===== src/rtl/sift_key_if.sv =====
// -----------------------------------------------------------------------------
// sift_key_ctrl_if
// Bundles the control handshake and sifting datapath signals of sift_key_ctrl.
//   master : drives start, abort, sifted_valid, sifted_sender, key_ack and
//            observes busy, key_out, key_valid, key_fail, bit_count, scan_idx
//   slave  : the controller side (mirror image of master)
// -----------------------------------------------------------------------------
interface sift_key_ctrl_if #(
    parameter int N_POS    = 640,
    parameter int KEY_BITS = 128
);
    logic                start;
    logic                abort;
    logic [N_POS-1:0]    sifted_valid;
    logic [N_POS-1:0]    sifted_sender;
    logic                key_ack;
    logic                busy;
    logic [KEY_BITS-1:0] key_out;
    logic                key_valid;
    logic                key_fail;
    logic [7:0]          bit_count;
    logic [9:0]          scan_idx;

    modport master (
        output start, abort, sifted_valid, sifted_sender, key_ack,
        input  busy, key_out, key_valid, key_fail, bit_count, scan_idx
    );

    modport slave (
        input  start, abort, sifted_valid, sifted_sender, key_ack,
        output busy, key_out, key_valid, key_fail, bit_count, scan_idx
    );
endinterface


===== src/rtl/sift_key_ctrl.sv =====
// -----------------------------------------------------------------------------
// sift_key_ctrl
// Scans N_POS basis-match flags in ascending order and compacts the sender bits
// of the matching positions into a KEY_BITS-wide key. Reports DONE when the key
// is full, FAIL when the positions run out first.
// Ports:
//   clk    : sole clock, rising edge
//   rst_n  : asynchronous active-low reset
//   bus    : sift_key_ctrl_if.slave
//            in  start, abort, sifted_valid, sifted_sender, key_ack
//            out busy, key_out, key_valid, key_fail, bit_count, scan_idx
// -----------------------------------------------------------------------------
module sift_key_ctrl #(
    parameter int N_POS    = 640,
    parameter int KEY_BITS = 128
) (
    input  logic            clk,
    input  logic            rst_n,
    sift_key_ctrl_if.slave  bus
);
    localparam int         IW        = $clog2(N_POS);
    localparam int         KW        = $clog2(KEY_BITS);
    localparam logic [7:0] KEY_LIMIT = 8'(KEY_BITS);
    localparam logic [9:0] LAST_IDX  = 10'(N_POS - 1);

    typedef enum logic [2:0] {
        S_IDLE,
        S_WAIT_SIFT,
        S_SCAN,
        S_DONE,
        S_FAIL
    } state_t;

    state_t              r_state;
    logic                r_busy;
    logic                r_key_valid;
    logic                r_key_fail;
    logic [KEY_BITS-1:0] r_key_out;
    logic [7:0]          r_bit_count;
    logic [9:0]          r_scan_idx;

    logic                w_hit;
    logic                w_sender_bit;
    logic [7:0]          w_next_count;

    assign w_hit        = bus.sifted_valid[r_scan_idx[IW-1:0]];
    assign w_sender_bit = bus.sifted_sender[r_scan_idx[IW-1:0]];
    assign w_next_count = r_bit_count + 8'd1;

    // NOTE: every register here is written with <= so all reads within the
    // block see the pre-edge values; the key register is a plain flop vector,
    // so it is reset along with the rest of the state.
    always_ff @(posedge clk or negedge rst_n) begin
        if (!rst_n) begin
            r_state     <= S_IDLE;
            r_busy      <= 1'b0;
            r_key_valid <= 1'b0;
            r_key_fail  <= 1'b0;
            r_key_out   <= '0;
            r_bit_count <= '0;
            r_scan_idx  <= '0;
        end else begin
            case (r_state)
                S_IDLE: begin
                    if (bus.start) begin
                        r_state     <= S_WAIT_SIFT;
                        r_busy      <= 1'b1;
                        r_key_out   <= '0;
                        r_bit_count <= '0;
                        r_scan_idx  <= '0;
                    end
                end

                // Absorbs the one-register latency of the sifting datapath.
                S_WAIT_SIFT: begin
                    if (bus.abort) begin
                        r_state <= S_IDLE;
                        r_busy  <= 1'b0;
                    end else begin
                        r_state <= S_SCAN;
                    end
                end

                S_SCAN: begin
                    if (bus.abort) begin
                        r_state <= S_IDLE;
                        r_busy  <= 1'b0;
                    end else begin
                        if (w_hit) begin
                            r_key_out[r_bit_count[KW-1:0]] <= w_sender_bit;
                            r_bit_count                    <= w_next_count;
                        end
                        // A completing write wins over running out of
                        // positions; scan_idx is left on the last position
                        // examined when the scan ends.
                        if (w_hit && (w_next_count == KEY_LIMIT)) begin
                            r_state     <= S_DONE;
                            r_key_valid <= 1'b1;
                        end else if (r_scan_idx == LAST_IDX) begin
                            r_state    <= S_FAIL;
                            r_key_fail <= 1'b1;
                        end else begin
                            r_scan_idx <= r_scan_idx + 10'd1;
                        end
                    end
                end

                S_DONE: begin
                    if (bus.key_ack) begin
                        r_state     <= S_IDLE;
                        r_busy      <= 1'b0;
                        r_key_valid <= 1'b0;
                    end
                end

                S_FAIL: begin
                    if (bus.key_ack) begin
                        r_state    <= S_IDLE;
                        r_busy     <= 1'b0;
                        r_key_fail <= 1'b0;
                    end
                end

                default: begin
                    r_state     <= S_IDLE;
                    r_busy      <= 1'b0;
                    r_key_valid <= 1'b0;
                    r_key_fail  <= 1'b0;
                end
            endcase
        end
    end

    assign bus.busy      = r_busy;
    assign bus.key_out   = r_key_out;
    assign bus.key_valid = r_key_valid;
    assign bus.key_fail  = r_key_fail;
    assign bus.bit_count = r_bit_count;
    assign bus.scan_idx  = r_scan_idx;
endmodule


===== src/flat_wrapper.sv =====
// flat-port wrapper written by rule: the top's interface ports become plain ports
module sift_key_ctrl_flat 
#(
    parameter int N_POS    = 640,
    parameter int KEY_BITS = 128
)
  (clk, rst_n, bus_start, bus_abort, bus_sifted_valid, bus_sifted_sender, bus_key_ack, bus_busy, bus_key_out, bus_key_valid, bus_key_fail, bus_bit_count, bus_scan_idx);
  sift_key_ctrl_if #(.N_POS(N_POS), .KEY_BITS(KEY_BITS)) bus_i ();
  input  logic clk;
  input  logic rst_n;
  input wire logic [$bits(bus_i.start)-1:0] bus_start;
  input wire logic [$bits(bus_i.abort)-1:0] bus_abort;
  input wire logic [$bits(bus_i.sifted_valid)-1:0] bus_sifted_valid;
  input wire logic [$bits(bus_i.sifted_sender)-1:0] bus_sifted_sender;
  input wire logic [$bits(bus_i.key_ack)-1:0] bus_key_ack;
  output wire logic [$bits(bus_i.busy)-1:0] bus_busy;
  output wire logic [$bits(bus_i.key_out)-1:0] bus_key_out;
  output wire logic [$bits(bus_i.key_valid)-1:0] bus_key_valid;
  output wire logic [$bits(bus_i.key_fail)-1:0] bus_key_fail;
  output wire logic [$bits(bus_i.bit_count)-1:0] bus_bit_count;
  output wire logic [$bits(bus_i.scan_idx)-1:0] bus_scan_idx;
  assign bus_i.start = bus_start;
  assign bus_i.abort = bus_abort;
  assign bus_i.sifted_valid = bus_sifted_valid;
  assign bus_i.sifted_sender = bus_sifted_sender;
  assign bus_i.key_ack = bus_key_ack;
  assign bus_busy = bus_i.busy;
  assign bus_key_out = bus_i.key_out;
  assign bus_key_valid = bus_i.key_valid;
  assign bus_key_fail = bus_i.key_fail;
  assign bus_bit_count = bus_i.bit_count;
  assign bus_scan_idx = bus_i.scan_idx;
  sift_key_ctrl #(.N_POS(N_POS), .KEY_BITS(KEY_BITS)) u_core (.clk(clk), .rst_n(rst_n), .bus(bus_i));
endmodule

===== config.mk =====
export PLATFORM = sky130hd
export DESIGN_NAME = sift_key_ctrl_flat
export DESIGN_NICKNAME = d
export VERILOG_FILES = /design/src/rtl/sift_key_if.sv /design/src/rtl/sift_key_ctrl.sv /design/src/flat_wrapper.sv
export SDC_FILE = /design/constraint.sdc
export NUM_CORES = 1
export LEC_CHECK = 0
export BUFFER_PORTS_ARGS = -buffer_cell sky130_fd_sc_hd__buf_4
export CORE_AREA = 2 2 554 556
export CTS_CLUSTER_SIZE = 24
export DETAILED_ROUTE_END_ITERATION = 10
export DIE_AREA = 0 0 556 558
export SLEW_MARGIN = 20
export SYNTH_ARGS = -nofsm -noshare
export SYNTH_HDL_FRONTEND = slang
export SYNTH_SLANG_ARGS = --single-unit

===== constraint.sdc =====
create_clock -name clk -period 10.96 [get_ports clk]
set_input_delay 2.192 -clock clk [delete_from_list [all_inputs] [get_ports clk]]
set_output_delay 2.192 -clock clk [all_outputs]
set_load 0.01 [all_outputs]

==> out/qor.yml, run 1 <==
cts-htree-levels: 4
synth.avg_cell_area_um2: 10.2
crit_path_end_kind: "flip-flop"
layout_commonest_cell: "buf_4"
drv_slew: 0
clock_latency_ns: 0.49
path_clk_slew_ns: 0.09
worst_clock_skew_ns: 0.0256
cp_max_fo: 22
cp.required_ns: 11.33
viasPerCell: 3.34
area_growth_pct: 80.5
grt_max_degree: 95
place_area_mm2: 0.0351
drive_above_1_share_pct: 60.3
ys.flop_type: "dfrtp_1"
critPathArrivalTime_ns: 6.96
rows: 203
drc: 0
intPower_mw: 2.28
rsz0062_at_grt: "false"
pwr-share-seq_pct: 14.8
finalNetCount: 4545
drt_iter0_markers: 2355
ys_ff_latch: 152
drv_cap: 0
dpl_worst_slack_ns: 3.86
setup_tns_ns: 0
core-area_mm2: 0.305
grt_pass1_vias: 24500
io_buffers: 1433
total_power_mw: 4.41
max_freq_mhz: 152
hold_viol: 0
cts_resized: 0
cts_made_buffers: 17
clock-sinks: 152
clockBufferDepth: 2
grt_overflow_total: 0
netlist_area_mm2: 0.0198
root_buffer: "clkbuf_16"
synth_edf_count: 0
dp_hpwl_um: 172000
min_path_type: "reg2reg"
min_period_over_period_pct: 60.1
routabilityCongestion: 0.942
utilization_pct: 11.7
yosysWarningCount: 0
cts_hold_buffers: 0
grt_pass1_wl_um: 251000
worstSetupStartpointType: "flip-flop"
status: "finished clean"
synth-seq-area-share_pct: 19.2
async_reset_ff_share_pct: 100
p_sw_mw: 2.13
first_pass_iters: 5
finalInstanceArea_mm2: 0.0358
die-height_um: 558
path_class: "reg2reg"
cts_tree: "done"
relSlewSlack_pct: 19.3
io_pins: 1434
powerDensity_mw_per_mm2: 123
synth_cell_types: 73
sw_frac_of_total_pct: 48.3
num_vias: 24400
period_needed_ns: 6.59
power_frac_clock_pct: 15.0
syn_inst: 1953
start_util_pct: 6.51
mostFrequentLayoutCells: "buf_4, mux4_2, nand2_1"
dieWidth_um: 556
p_comb_share_pct: 70.1
fin_ws_ns: 4.37
p_leak_nw: 13.9
routedWlPerCell_um: 27.7
post_cts_buffers: 0
track_usage_pct: 12.4
setup_violations: 0
worst_pin_slew_ns: 1.18
die_area_mm2: 0.310
max-vdd-ir-drop_v: 0.0000968
wirelength_um: 202000
antenna_left: 0
antenna_found_initial: 84
syn_nets: 3241
[path summary, 6_finish.rpt]
kind,endpoint,depth (start not counted),slack [ns],start
setup / recovery,u_core.bus.key_out[78],11,4.37,u_core.bus.scan_idx[4]
hold / removal,u_core.bus.key_out[110],2,0.51,u_core.bus.key_out[110]
setup reg to reg,u_core.bus.key_out[78],11,4.37,u_core.bus.scan_idx[4]
hold reg to reg,u_core.bus.key_out[110],2,0.51,u_core.bus.key_out[110]
max in group asynchronous,u_core.bus.key_out[20],2,7.93,rst_n
min in group asynchronous,u_core.bus.key_out[100],1,1.76,rst_n
[synthesized netlist by cell type (8+ instances only)]
cell type	count	area [um2]
mux2i_1	121	1210
o211ai_1	15	113
a22o_1	10	87.6
nand2b_1	15	93.8
o221ai_1	12	105
o21ai_0	151	756
and3_1	14	87.6
a211oi_1	14	105
buf_6	25	282
a221oi_1	12	105
buf_12	8	160
mux2_2	33	372
o22ai_1	103	644
nand3_1	27	135
mux4_2	290	6530
nand2_1	201	754
inv_1	145	544
dfrtp_1	152	3800
clkbuf_1	118	443
nor2_1	39	146
buf_2	41	205
a22oi_1	20	150
a21oi_1	160	801
buf_4	25	188
o22ai_2	48	601
nor2b_1	10	62.6
a221o_1	8	80.1
[metal layers]
layer	track usage, %	part of all wire (%)	up-vias
met5	0	0.098	-
met4	5.34	4.5	32
met3	3.25	8.0	248
met2	21.0	49	1544
met1	14.6	39	12200
li1	-	-	10400
[logic make-up after synthesis]
logic type,Yosys count,share of synthesized area (%)
compound gates,631,22.1
fa+ha+maj,3,0.189
buf+inv,374,9.70
flops,152,19.2
mux,444,40.9
simple gates,349,7.88
[final cells by class]
class	count	area, um2
inverter	146	556
sequential	152	3830
clock inverter	15	174
clock buffer	17	425
tap	3997	5000
timing repair buffer	1513	11400
antenna	45	113
multi-input combinational	1427	14300
fill	35000	269000
[flip-flops by register name (all words and copies together) (netlist names)]
register,cells
u_core.bus.key_out,128
u_core.bus.scan_idx,10
u_core.bus.bit_count,8
u_core.r_state,3
u_core.bus.busy,1
u_core.bus.key_fail,1
u_core.bus.key_valid,1
[stage by stage]
step,instances,hold slack (ns)
floorplan,1953,0.532
global placement,7234,0.498
detailed placement,7235,0.502
CTS,7267,0.520
global route,7290,0.544
finish,7312,0.515
[power groups by stage]
stage	sequential [mW]	clock [mW]	combinational (mW)
finish	0.656	0.664	3.09
global route	0.665	0.695	3.34
CTS	0.662	0.674	3.17
detailed placement	0.673	0	3.17
global placement	0.675	0	3.16
floorplan	0.616	0	2.06
[critical path: stages, from the launching register on]
cell and delay (ns):
dfrtp_4 0.75, buf_4 0.60, nand2b_1 0.74, a2111oi_1 1.24, a2111oi_1 0.26, buf_4 0.23
o41ai_1 0.12, a311oi_1 0.18, buf_4 0.19, o31ai_4 0.89, o2111ai_4 0.78, o22ai_1 0.40
Note: power is estimated with default switching activity, not from simulation.
==> run 2, diff against run 1 <==
CORE_AREA = 2 2 556 558   (was 2 2 554 556)
DIE_AREA = 0 0 558 560   (was 0 0 556 558)
clock period = 6.35 ns   (was 10.96 ns; I/O delays follow)
==> run 2 against run 1 <==
Against the previous run: setup slack got worse by 3.4 ns; clock-buffer cell count unchanged; non-clock buffer count rose by 36; power is 78% higher; largest cell class unchanged; worst hold slack improved by 0.0036 ns; die area rose by 0.72%; critical endpoint is now u_core.bus.key_out[16]; clock power is 67% higher; core utilization increased by 0.11 points.
==> out/qor.yml, run 2 (synthesis gave the netlist of run 1 again) <==
reg2reg_depth: 12
core-area_mm2: 0.307
r2r-end: "u_core.bus.key_out[16]"
area_growth_pct: 83.6
rrSetupSlack_ns: 0.93
crit_path_end_kind: "flip-flop"
rsz0062_at_grt: "false"
multi_input_comb_area_mm2: 0.0143
io_pins: 1434
routedWlPerCell_um: 27.4
cp-startpoint: "u_core.bus.scan_idx[0]"
critPathTopFamily: "compound AO/OA/AOI/OAI gates"
endpoint: "u_core.bus.key_out[16]"
root_buffer: "clkbuf_16"
grt_pass1_wl_um: 256000
max_freq_mhz: 185
cts-htree-levels: 4
cts_resized: 0
path_buf_inv: 3
cts_hold_buffers: 0
dp_cells: 7394
whs_ns: 0.518
reg2reg_from: "u_core.bus.scan_idx[0]"
drt_iter0_markers: 2435
min_period_over_period_pct: 85.3
wirelength_um: 205000
drv_cap: 0
clockBufferDepth: 2
setup_violations: 0
worstSetupStartpointType: "flip-flop"
stdcell_count: 7467
cts_made_buffers: 17
antenna_left: 0
grt_max_degree: 137
rows: 204
setup_tns_ns: 0
min-delay-start: "u_core.bus.key_out[45]"
num_vias: 24400
slowest_stage: "nor2_4"
hold_viol: 0
clock_latency_ns: 0.51
grt_pass1_vias: 24800
dieWidth_um: 558
use_met3_pct: 3.47
crit_top_cell: "buf_4"
mostFrequentLayoutCells: "buf_4, mux4_2, nand2_1"
place_area_mm2: 0.0357
largest_reg_flops: 128
viasPerCell: 3.27
routabilityCongestion: 0.989
cp_max_fo: 26
clock-sinks: 152
min_path_type: "reg2reg"
io_buffers: 1433
status: "finished clean"
fill_cells: 35400
period_needed_ns: 5.42
die-height_um: 560
start_util_pct: 6.46
cp.required_ns: 6.70
antenna_found_initial: 75
powerDensity_mw_per_mm2: 216
drv_slew: 0
die_area_mm2: 0.312
path_class: "reg2reg"
worst_clock_skew_ns: 0.0337
cpPeakStageDelay_ns: 0.77
relSlewSlack_pct: 25.3
busiest_layer: "met2"
finalInstanceArea_mm2: 0.0364
grtUsageMet1_pct: 14.8
p_leak_nw: 14.1
max-vdd-ir-drop_v: 0.000214
track_usage_pct: 12.5
grt_overflow_total: 0
finalNetCount: 4581
first_pass_iters: 6
layout_commonest_cell: "buf_4"
crit_cells: 12
seq_area_mm2: 0.00383
worst_pin_slew_ns: 1.12
critPathArrivalTime_ns: 5.77
drive_above_1_share_pct: 60.7
dp_hpwl_um: 176000
cts_tree: "done"
path_clk_slew_ns: 0.09
met2_usage_pct: 21.5
post_cts_buffers: 0
cp_cell_sequence: "buf_12 -> buf_4 -> nor2_4 -> a22oi_1 -> a31oi_1 -> o21ai_0 -> a311oi_1 -> o311ai_1 -> a211o_4 -> o2111ai_4 -> buf_4 -> o22ai_1"
total_power_mw: 7.86
drc: 0
run 2: worst min-delay path by stage:
| stage | to | slack [ns] | cells past startpoint |
|---|---|---|---|
| 2_1_floorplan | u_core.bus.key_fail | 0.53 | 1 |
| 3_3_place_gp | u_core.bus.key_out[101] | 0.51 | 2 |
| 3_5_place_dp | u_core.bus.key_out[45] | 0.50 | 2 |
| 4_1_cts | u_core.bus.key_out[45] | 0.52 | 2 |
| 5_1_grt | u_core.bus.key_out[1] | 0.54 | 2 |
| 6_report | u_core.bus.key_out[45] | 0.52 | 2 |
run 2: cell type report:
type	instances	area share (%)
Sequential cell	152	10.5
Clock buffer	17	1.17
Clock inverter	15	0.533
Timing Repair Buffer	1549	32.6
Antenna cell	41	0.282
Multi-Input combinational cell	1427	39.2
Inverter	146	1.53
Tap cell	4120	14.2
run 2: worst register-to-register path: stages (launching register included):
cell and delay (ns):
dfrtp_4 0.73, buf_12 0.28, buf_4 0.22, nor2_4 0.77
a22oi_1 0.35, a31oi_1 0.58, o21ai_0 0.45, a311oi_1 0.33
o311ai_1 0.26, a211o_4 0.53, o2111ai_4 0.26, buf_4 0.34
o22ai_1 0.17
run 2: layer usage:
metal	up-vias	share of wire, %
li1	10400	-
met1	12300	39
met2	1478	49
met3	210	8.6
met4	26	4.0
met5	-	0.082
run 2: report_power, final:
group          internal [mW]  leakage [nW]  switching, mW
clock network          0.538         0.300          0.572
logic                   2.55          11.7           3.07
registers               1.01          2.10          0.120
total                   4.10          14.1           3.76
run 2: metrics by stage:
stage | utilization, % | setup slack, ns
5_1_grt | 11.8 | 0.565
3_5_place_dp | 11.6 | 0.614
4_1_cts | 11.8 | 0.565
3_3_place_gp | 11.6 | 0.589
2_1_floorplan | - | 2.18
6_report | 11.9 | 0.931
